<file path="src/rtl/lru_pkg.sv">
// Shared types and sizing for the L1 LRU bit-array controller.
package lru_pkg;

  localparam int NUM_SETS = 8;
  localparam int IX_W     = $clog2(NUM_SETS);

  typedef enum logic [1:0] {
    SWEEP  = 2'd0,
    IDLE   = 2'd1,
    LOOKUP = 2'd2,
    UPDATE = 2'd3
  } lru_state_t;

endpackage

</file>
<file path="src/rtl/lru_ctrl_if.sv">
// Cache-controller request bundle and L-array port bundle for lru_ctrl.
interface lru_ctrl_if;
  import lru_pkg::*;

  logic            flush;
  logic            req;
  logic [IX_W-1:0] set_ix;
  logic            miss;
  logic            hit_way;
  logic            ack;
  logic            victim_way;
  logic            busy;

  modport master (
    output flush, req, set_ix, miss, hit_way,
    input  ack, victim_way, busy
  );

  modport slave (
    input  flush, req, set_ix, miss, hit_way,
    output ack, victim_way, busy
  );
endinterface

interface lru_arr_if;
  import lru_pkg::*;

  logic            arr_we;
  logic [IX_W-1:0] arr_ix;
  logic            arr_din;
  logic            arr_dout;

  modport master (
    output arr_we, arr_ix, arr_din,
    input  arr_dout
  );

  modport slave (
    input  arr_we, arr_ix, arr_din,
    output arr_dout
  );
endinterface

</file>
<file path="src/rtl/lru_ctrl.sv">
// Write-side controller for the 2-way L1 LRU bit array:
// clears it after reset/flush and runs read-victim / write-back accesses.
module lru_ctrl
  import lru_pkg::*;
(
  input  logic      clk,
  input  logic      rst,
  lru_ctrl_if.slave cif,
  lru_arr_if.master aif
);

  lru_state_t      state;
  logic [IX_W-1:0] cnt;
  logic [IX_W-1:0] ix_q;
  logic            miss_q;
  logic            way_q;
  logic            victim_q;
  logic            flush_pend;
  logic            last;

  logic            we;
  logic [IX_W-1:0] ix;
  logic            din;
  logic            ack;
  logic            busy;

  assign last = (cnt == IX_W'(NUM_SETS - 1));

  always_ff @(posedge clk) begin
    if (rst) begin
      state      <= SWEEP;
      cnt        <= '0;
      ix_q       <= '0;
      miss_q     <= 1'b0;
      way_q      <= 1'b0;
      victim_q   <= 1'b0;
      flush_pend <= 1'b0;
    end else begin
      unique case (state)
        SWEEP: begin
          if (cif.flush) begin
            cnt <= '0;
          end else if (last) begin
            cnt   <= '0;
            state <= IDLE;
          end else begin
            cnt <= cnt + 1'b1;
          end
        end
        IDLE: begin
          // a pending flush beats a waiting request
          if (cif.flush || flush_pend) begin
            flush_pend <= 1'b0;
            cnt        <= '0;
            state      <= SWEEP;
          end else if (cif.req) begin
            ix_q   <= cif.set_ix;
            miss_q <= cif.miss;
            way_q  <= cif.hit_way;
            state  <= LOOKUP;
          end
        end
        LOOKUP: begin
          victim_q <= aif.arr_dout;
          state    <= UPDATE;
          if (cif.flush) flush_pend <= 1'b1;
        end
        UPDATE: begin
          state <= IDLE;
          if (cif.flush) flush_pend <= 1'b1;
        end
        default: state <= SWEEP;
      endcase
    end
  end

  always_comb begin
    we   = 1'b0;
    ix   = ix_q;
    din  = 1'b0;
    ack  = 1'b0;
    busy = 1'b0;
    unique case (1'b1)
      (state == SWEEP): begin
        we   = 1'b1;
        ix   = cnt;
        busy = 1'b1;
      end
      (state == UPDATE): begin
        // L names the LRU way: the other one from the way just used
        we  = 1'b1;
        ack = 1'b1;
        din = miss_q ? ~victim_q : ~way_q;
      end
      default: ;
    endcase
  end

  assign aif.arr_we     = we;
  assign aif.arr_ix     = ix;
  assign aif.arr_din    = din;
  assign cif.ack        = ack;
  assign cif.busy       = busy;
  assign cif.victim_way = victim_q;

endmodule

</file>
<file path="src/flat_wrapper.sv">
// flat-port wrapper written by rule: the top's interface ports become plain ports
module lru_ctrl_flat import lru_pkg::*;
  (clk, rst, cif_flush, cif_req, cif_set_ix, cif_miss, cif_hit_way, cif_ack, cif_victim_way, cif_busy, aif_arr_we, aif_arr_ix, aif_arr_din, aif_arr_dout);
  lru_ctrl_if cif_i ();
  lru_arr_if aif_i ();
  input  logic clk;
  input  logic rst;
  input wire logic [$bits(cif_i.flush)-1:0] cif_flush;
  input wire logic [$bits(cif_i.req)-1:0] cif_req;
  input wire logic [$bits(cif_i.set_ix)-1:0] cif_set_ix;
  input wire logic [$bits(cif_i.miss)-1:0] cif_miss;
  input wire logic [$bits(cif_i.hit_way)-1:0] cif_hit_way;
  output wire logic [$bits(cif_i.ack)-1:0] cif_ack;
  output wire logic [$bits(cif_i.victim_way)-1:0] cif_victim_way;
  output wire logic [$bits(cif_i.busy)-1:0] cif_busy;
  output wire logic [$bits(aif_i.arr_we)-1:0] aif_arr_we;
  output wire logic [$bits(aif_i.arr_ix)-1:0] aif_arr_ix;
  output wire logic [$bits(aif_i.arr_din)-1:0] aif_arr_din;
  input wire logic [$bits(aif_i.arr_dout)-1:0] aif_arr_dout;
  assign cif_i.flush = cif_flush;
  assign cif_i.req = cif_req;
  assign cif_i.set_ix = cif_set_ix;
  assign cif_i.miss = cif_miss;
  assign cif_i.hit_way = cif_hit_way;
  assign cif_ack = cif_i.ack;
  assign cif_victim_way = cif_i.victim_way;
  assign cif_busy = cif_i.busy;
  assign aif_arr_we = aif_i.arr_we;
  assign aif_arr_ix = aif_i.arr_ix;
  assign aif_arr_din = aif_i.arr_din;
  assign aif_i.arr_dout = aif_arr_dout;
  lru_ctrl u_core (.clk(clk), .rst(rst), .cif(cif_i), .aif(aif_i));
endmodule
</file>
<file path="config.mk">
export PLATFORM = sky130hd
export DESIGN_NAME = lru_ctrl_flat
export DESIGN_NICKNAME = d
export VERILOG_FILES = /design/src/rtl/lru_pkg.sv /design/src/rtl/lru_ctrl_if.sv /design/src/rtl/lru_ctrl.sv /design/src/flat_wrapper.sv
export SDC_FILE = /design/constraint.sdc
export NUM_CORES = 1
export LEC_CHECK = 0
export BUFFER_PORTS_ARGS = -buffer_cell sky130_fd_sc_hd__clkbuf_2
export CORE_AREA = 2 2 39 41
export CTS_BUF_LIST = sky130_fd_sc_hd__clkbuf_4
export CTS_CLUSTER_SIZE = 40
export DETAILED_ROUTE_END_ITERATION = 7
export DIE_AREA = 0 0 41 43
export HOLD_SLACK_MARGIN = 0.06
export PLACE_DENSITY_LB_ADDON = 0.25
export SYNTH_ARGS = -nofsm -noshare
export SYNTH_HDL_FRONTEND = slang
export SYNTH_SLANG_ARGS = --single-unit
export TNS_END_PERCENT = 30
</file>
<file path="constraint.sdc">
create_clock -name clk -period 1.74 [get_ports clk]
set_input_delay 0.348 -clock clk [delete_from_list [all_inputs] [get_ports clk]]
set_output_delay 0.348 -clock clk [all_outputs]
set_load 0.02 [all_outputs]
</file>
==> impl_metrics.toml, run 1 <==
[run]
drv_cap = 0

[cells_and_area]
register_area_sq_um = 245.2
area_growth_pct = 26.34
antenna_cells = 0
final_cells = 109
utilization_pct = 62.03
multi_input_area_sq_um = 412.9
fillCellCount = 118
drive_above_1_share_pct = 44.09
nNetsFinal = 110

[synth]
synthAdderAreaFrac_pct = 11.05
synth-simple-area-share_pct = 16.76
synth_edf_count = 0
synth_nets = 85
yosys_most_used_dff = "dfxtp_1"
synthesis.instances = 69
seq_area_frac_synth_pct = 35.36
ys_ff_latch = 12
synth-async-reset-ratio_pct = 0
synth_mux_area_share_pct = 16.76
syn_avg_cell_area_sq_um = 9.846
ys_warn_count = 0
yosysUniqueCellTypes = 23
synth_top_family_by_area = "simple AND/OR/NAND/NOR gates"
yosys.area.top_type = "dfxtp_1"
synth_common_cells = "dfxtp_1 (12), nor2_1 (10), mux2i_1 (8)"
yosys-top-cells-area = "dfxtp_1 (35%), mux2i_1 (12%), ha_1 (11%)"
synth_compound_area_share_pct = 14.36
synthXorXnorAreaFrac_pct = 0
synthMostInstantiatedCell = "dfxtp_1"
synthesis.area_sq_um = 679.4
yosysTopAreaCellShare_pct = 35.36

[timing]
slew_violations = 0
tightest_slew_ns = 0.4632
final.period_utilization_pct = 96.91
min_period_ns = 1.686
layout_setup_ws_ns = 0.05380
setup_violations = 0
hold_viol_final = 0
slew_headroom_pct = 68.98
worst_hold_slack_ns = 0.3164
max_freq_ghz = 0.5930
tns_ns = 0
finalClockSkew_ns = 0.007704

[grt]
antenna_found_initial = 0
grt_max_degree = 14
grt_pass1_vias = 524
grt_usage_pct = 18.74
grt_pass1_wl_um = 2256
grt.overflow.total = 0

[clock_network]
clkSinkCount = 12
htreeDepth = 1
cts-root-buf = "clkbuf_4"
worstSkewPairLatency_ns = 0.26
numCtsBuffers = 3
postCtsHoldBufs = 0
clk_pin_slew_ns = 0.08
cts_buffer_depth = 2
cts_tree = "built"

[routing]
vias_per_cell = 5.183
drt_wl_total_um = 1407
final_antenna_net_count = 0
firstDrtPassIters = 4
top_layer = "met4"
vias = 565
wl_met1_um = 677
wl_met2_um = 654
drc = 0
drt_iter0_drc = 9
dr_wl_met3_um = 67
wl_per_cell_um = 12.91

[power]
p_int_w = 0.0003744
cellPowerDensity_nw_per_um2 = 558.6
p_sw_w = 0.0001050
power_frac_clock_pct = 34.9
pwr-share-seq_pct = 57.9
vdd_drop_max_mv = 0.4513
power_frac_comb_pct = 7.1
swShare_pct = 21.90
power.leakage_nw = 0.3559

[critical_path]
cp-start-kind = "flip-flop"
cp.required_ns = 1.39
cp-end-kind = "primary output"
cp.arrival_ns = 1.34
crit_type = "flip-flop to primary output"
slowest_delay_ns = 0.37
critical_path.cell_chain = "inv_4, ha_4, mux2_2, buf_4"
reg2regPathDepth = 5
worst_path_max_delay_cell = "dfxtp_4"
path_max_fanout = 4

[die]
coreArea_sq_um = 1384
die_w_um = 41
start_util_pct = 49.10
die_area_sq_um = 1763
core.rowCount = 14
ios = 18
die_h_um = 43

[placement]
portBuffers = 17
dpl_worst_slack_ns = 0.1816
gp_congestion = 0.7498
dp.cells = 100
dp_hpwl_um = 1021

[run_status]
status = "completed"

[hold_path]
holdPathStages = 3
hold_path_class = "primary input to flip-flop"
cell usage in the layout, fill, tap and decap left out, drive strengths merged, types with 3 or more instances in the layout:
cell type	Yosys	final
nand4b	3	3
clkbuf	1	19
o21ai	4	4
mux2	3	3
ha	6	6
buf	2	7
nor2	10	10
mux2i	8	8
a21oi	4	4
dfxtp	12	12
inv	5	5
power by group through the flow:
stage | registers (W) | clock network, W | logic (W)
6_report | 0.000278 | 0.000167 | 0.0000342
4_1_cts | 0.000279 | 0.000176 | 0.0000335
5_1_grt | 0.000278 | 0.000191 | 0.0000377
3_3_place_gp | 0.000286 | 0 | 0.0000327
3_5_place_dp | 0.000286 | 0 | 0.0000334
2_1_floorplan | 0.000285 | 0 | 0.0000168
final cells by class:
class | instances | area share [%]
Multi-Input combinational cell | 49 | 48.10
Sequential cell | 12 | 28.57
Timing Repair Buffer | 23 | 15.45
Clock buffer | 3 | 2.624
Inverter | 5 | 2.478
Tap cell | 16 | 2.332
Clock inverter | 1 | 0.4373
state kept, by name, indices dropped and copies added, names as in the netlist:
name	cells
u_core.flush_pend	1
u_core.way_q	1
u_core.cnt	3
u_core.ix_q	3
u_core.miss_q	1
u_core.cif.victim_way	1
u_core.state	2
routing by layer:
| layer | up-vias | global-route usage (%) |
|---|---|---|
| li1 | 294 | - |
| met1 | 252 | 28.48 |
| met2 | 17 | 25.31 |
| met3 | 2 | 4.712 |
| met4 | 0 | 6.000 |
| met5 | - | 0 |
worst max-delay path: cells and delay by family, from the launching register on:
| family | cells | cell delay, ns |
|---|---|---|
| flops | 1 | 0.37 |
| buf+inv | 2 | 0.23 |
| mux | 1 | 0.33 |
| fa+ha+maj | 1 | 0.15 |
stage by stage:
| step | power, W | area (sq um) |
|---|---|---|
| finish | 0.0004795 | 858.3 |
| global route | 0.0005063 | 858.3 |
| CTS | 0.0004887 | 810.8 |
| detailed placement | 0.0003191 | 772.0 |
| global placement | 0.0003182 | 772.0 |
| floorplan | 0.0003014 | 679.4 |
path summary, 6_finish.rpt:
check	from	end	slack (ns)
min	aif_arr_dout	u_core.cif.victim_way	0.32
max	u_core.state[1]	aif_arr_ix[1]	0.05
min reg2reg	u_core.flush_pend	u_core.flush_pend	0.49
max reg2reg	u_core.state[1]	u_core.state[1]	0.17
kinds of logic after synthesis:
group / count (synthesis)
DFF: 12
AOI/OAI and AO/OA: 13
and+or+nand+nor: 19
muxes: 11
adders and majority gates: 6
buffers and inverters: 8
what timing repair did:
action | CTS | global route
buffers inserted | 0 | 5
setup endpoints to repair | 3 | 3
gates resized for setup | 4 | 6
pin swaps | 0 | 1
No activity file was read; power rests on OpenSTA's default activity.
==> run 2: changes to the inputs <==
--- a/config.mk
+++ b/config.mk
@@ -6,13 +6,14 @@
 export NUM_CORES = 1
 export LEC_CHECK = 0
 export BUFFER_PORTS_ARGS = -buffer_cell sky130_fd_sc_hd__clkbuf_2
-export CORE_AREA = 2 2 39 41
-export CTS_BUF_LIST = sky130_fd_sc_hd__clkbuf_4
+export CORE_MARGIN = 1
+export CORE_UTILIZATION = 47
+export CTS_BUF_LIST = sky130_fd_sc_hd__clkbuf_8
 export CTS_CLUSTER_SIZE = 40
 export DETAILED_ROUTE_END_ITERATION = 7
-export DIE_AREA = 0 0 41 43
 export HOLD_SLACK_MARGIN = 0.06
 export PLACE_DENSITY_LB_ADDON = 0.25
+export SLEW_MARGIN = 20
 export SYNTH_ARGS = -nofsm -noshare
 export SYNTH_HDL_FRONTEND = slang
 export SYNTH_SLANG_ARGS = --single-unit
==> constraint.sdc (replaced) <==
create_clock -name clk -period 1.4 [get_ports clk]
set_input_delay 0.28 -clock clk [delete_from_list [all_inputs] [get_ports clk]]
set_output_delay 0.28 -clock clk [all_outputs]
set_load 0.02 [all_outputs]
==> run 2 against run 1 <==
  * The run now ends with negative setup slack left
  * Register-to-register slack lost 0.25 ns
  * Clock power grew 80%
  * Die area decreased by 9.2%
  * Clock-buffer cell count unchanged
  * Cell area grew 12%
  * Sequential power up 25%
  * Via count increased by 5.8%
  * Flip-flop and latch count stayed put
  * Global-route usage rose by 2.3 points
  * Worst hold slack worse by 0.034 ns
==> impl_metrics.toml, run 2 (synthesized netlist as in run 1, its figures left out) <==
[placement]
dpl_worst_slack_ns = -0.05275
dp_hpwl_um = 1032
portBuffers = 17
postPlaceCellArea_sq_um = 825.8
gp_congestion = 0.7903

[critical_path]
critical_path.cell_chain = "inv_2, ha_4, mux2_4, buf_8"
crit_type = "flip-flop to primary output"
reg2regPathDepth = 5
slowest_delay_ns = 0.33
cp-start-kind = "flip-flop"
critPathTopFamily = "flip-flops"
cp-end-kind = "primary output"
reg2reg_from = "u_core.state[0]"
cp.arrival_ns = 1.29
r2r_end = "u_core.flush_pend"
worst_path_max_delay_cell = "dfxtp_2"
path_max_fanout = 6
critical_path_buf_inv_count = 2
cp.required_ns = 1.12
ff2ff_setup_slack_ns = -0.08

[die]
core.rowCount = 13
die_w_um = 40.02
die_area_sq_um = 1602
ios = 18
coreArea_sq_um = 1318
die_h_um = 40.02
start_util_pct = 51.57

[run_status]
violations = "negative setup slack"
status = "finished, violations left"

[power]
total_power_w = 0.0007050
vdd_drop_max_mv = 0.5530
power.leakage_nw = 0.3940
cellPowerDensity_nw_per_um2 = 735.5

[timing]
rsz0062_at_grt = "yes"
setup_violations = 9
min_period_ns = 1.571
final.period_utilization_pct = 112.2
slew_violations = 0
finalClockSkew_ns = 0.003808
max_freq_ghz = 0.6363
tightest_slew_ns = 0.3685
slew_headroom_pct = 75.41
layout_setup_ws_ns = -0.1715
hold_viol_final = 0
worst_hold_slack_ns = 0.2828

[clock_network]
htreeDepth = 1
worstSkewPairLatency_ns = 0.23
clkSinkCount = 12
clk_pin_slew_ns = 0.05
numCtsBuffers = 3
cts_tree = "built"
cts_buffer_depth = 2
cts-root-buf = "clkbuf_8"

[hold_path]
min_from = "cif_miss"
holdPathStages = 3
hold_path_class = "primary input to flip-flop"
hold_end = "u_core.miss_q"

[run]
drv_cap = 0

[cells_and_area]
layout_commonest_cell = "clkbuf_2"
antenna_cells = 0
area_growth_pct = 41.07
drive_above_1_share_pct = 48.94
design_area_sq_um = 958.4
top_regs = "u_core.cnt (3), u_core.ix_q (3), u_core.state (2)"
nNetsFinal = 112
final_cell_mix = "clkbuf_2 (12), nor2_1 (10), dfxtp_1 (10)"

[routing]
firstDrtPassIters = 4
final_antenna_net_count = 0
vias = 598
drt_wl_total_um = 1649
wl_per_cell_um = 15.13
vias_per_cell = 5.486
drt_iter0_drc = 12
drc = 0

[grt]
grt.overflow.total = 0
grt_usage_pct = 21.00
grt_max_degree = 14
grt_pass1_vias = 503
grt_pass1_wl_um = 2221
antenna_found_initial = 0
==> run 2: power breakdown <==
| part | switching (W) | internal, W | total, W |
|---|---|---|---|
| Clock | 0.000113 | 0.000188 | 0.000301 |
| Combinational | 0.0000276 | 0.0000284 | 0.0000561 |
| Sequential | 0.00000222 | 0.000345 | 0.000347 |
==> run 2: worst min-delay path, cell delays in order <==
cell      delay, ns
clkbuf_2       0.08
mux2i_1        0.06
nor2_1         0.07
==> run 2: layout make-up <==
cell class	count	area, sq um
repair buffers	25	178.9
multi-input cells	49	455.4
fillers	90	359.1
well taps	15	18.77
clock buffers	3	41.29
inverters	5	21.27
flip-flops and latches	12	242.7
==> run 2: worst max-delay path by stage <==
stage	from	end	slack, ns	cells after the start
after floorplan	u_core.state[0]	aif_arr_ix[0]	0.0003	4
after global placement	u_core.state[1]	u_core.state[0]	-0.06	5
after detailed placement	u_core.state[1]	u_core.state[0]	-0.05	5
after CTS	u_core.state[1]	aif_arr_ix[0]	-0.17	4
after global routing	u_core.state[0]	aif_arr_ix[0]	-0.19	4
final	u_core.state[0]	aif_arr_ix[0]	-0.17	4
==> run 2: layer usage <==
| layer | track usage, % | wire length [um] | part of all wire [%] |
|---|---|---|---|
| met5 | 0 | 0 | 0 |
| met4 | 7.759 | 0 | 0 |
| met3 | 3.333 | 62 | 3.8 |
| met2 | 33.47 | 826 | 50 |
| met1 | 28.23 | 760 | 46 |
==> run 2: stage by stage <==
stage,cells,setup TNS (ns),utilization (%)
detailed placement,103,-0.1066,62.68
finish,109,-0.7516,72.74
global placement,103,-0.1143,62.68
CTS,107,-0.6027,68.47
floorplan,69,0,-
global route,109,-1.369,72.74
==> run 2: what timing repair did <==
item / 4_1_cts / 5_1_grt
resized for setup: 7 / 17
pin swaps: 1 / 3
hold buffers: 0 / 0
setup buffers: 1 / 2
setup endpoints to repair: 12 / 15
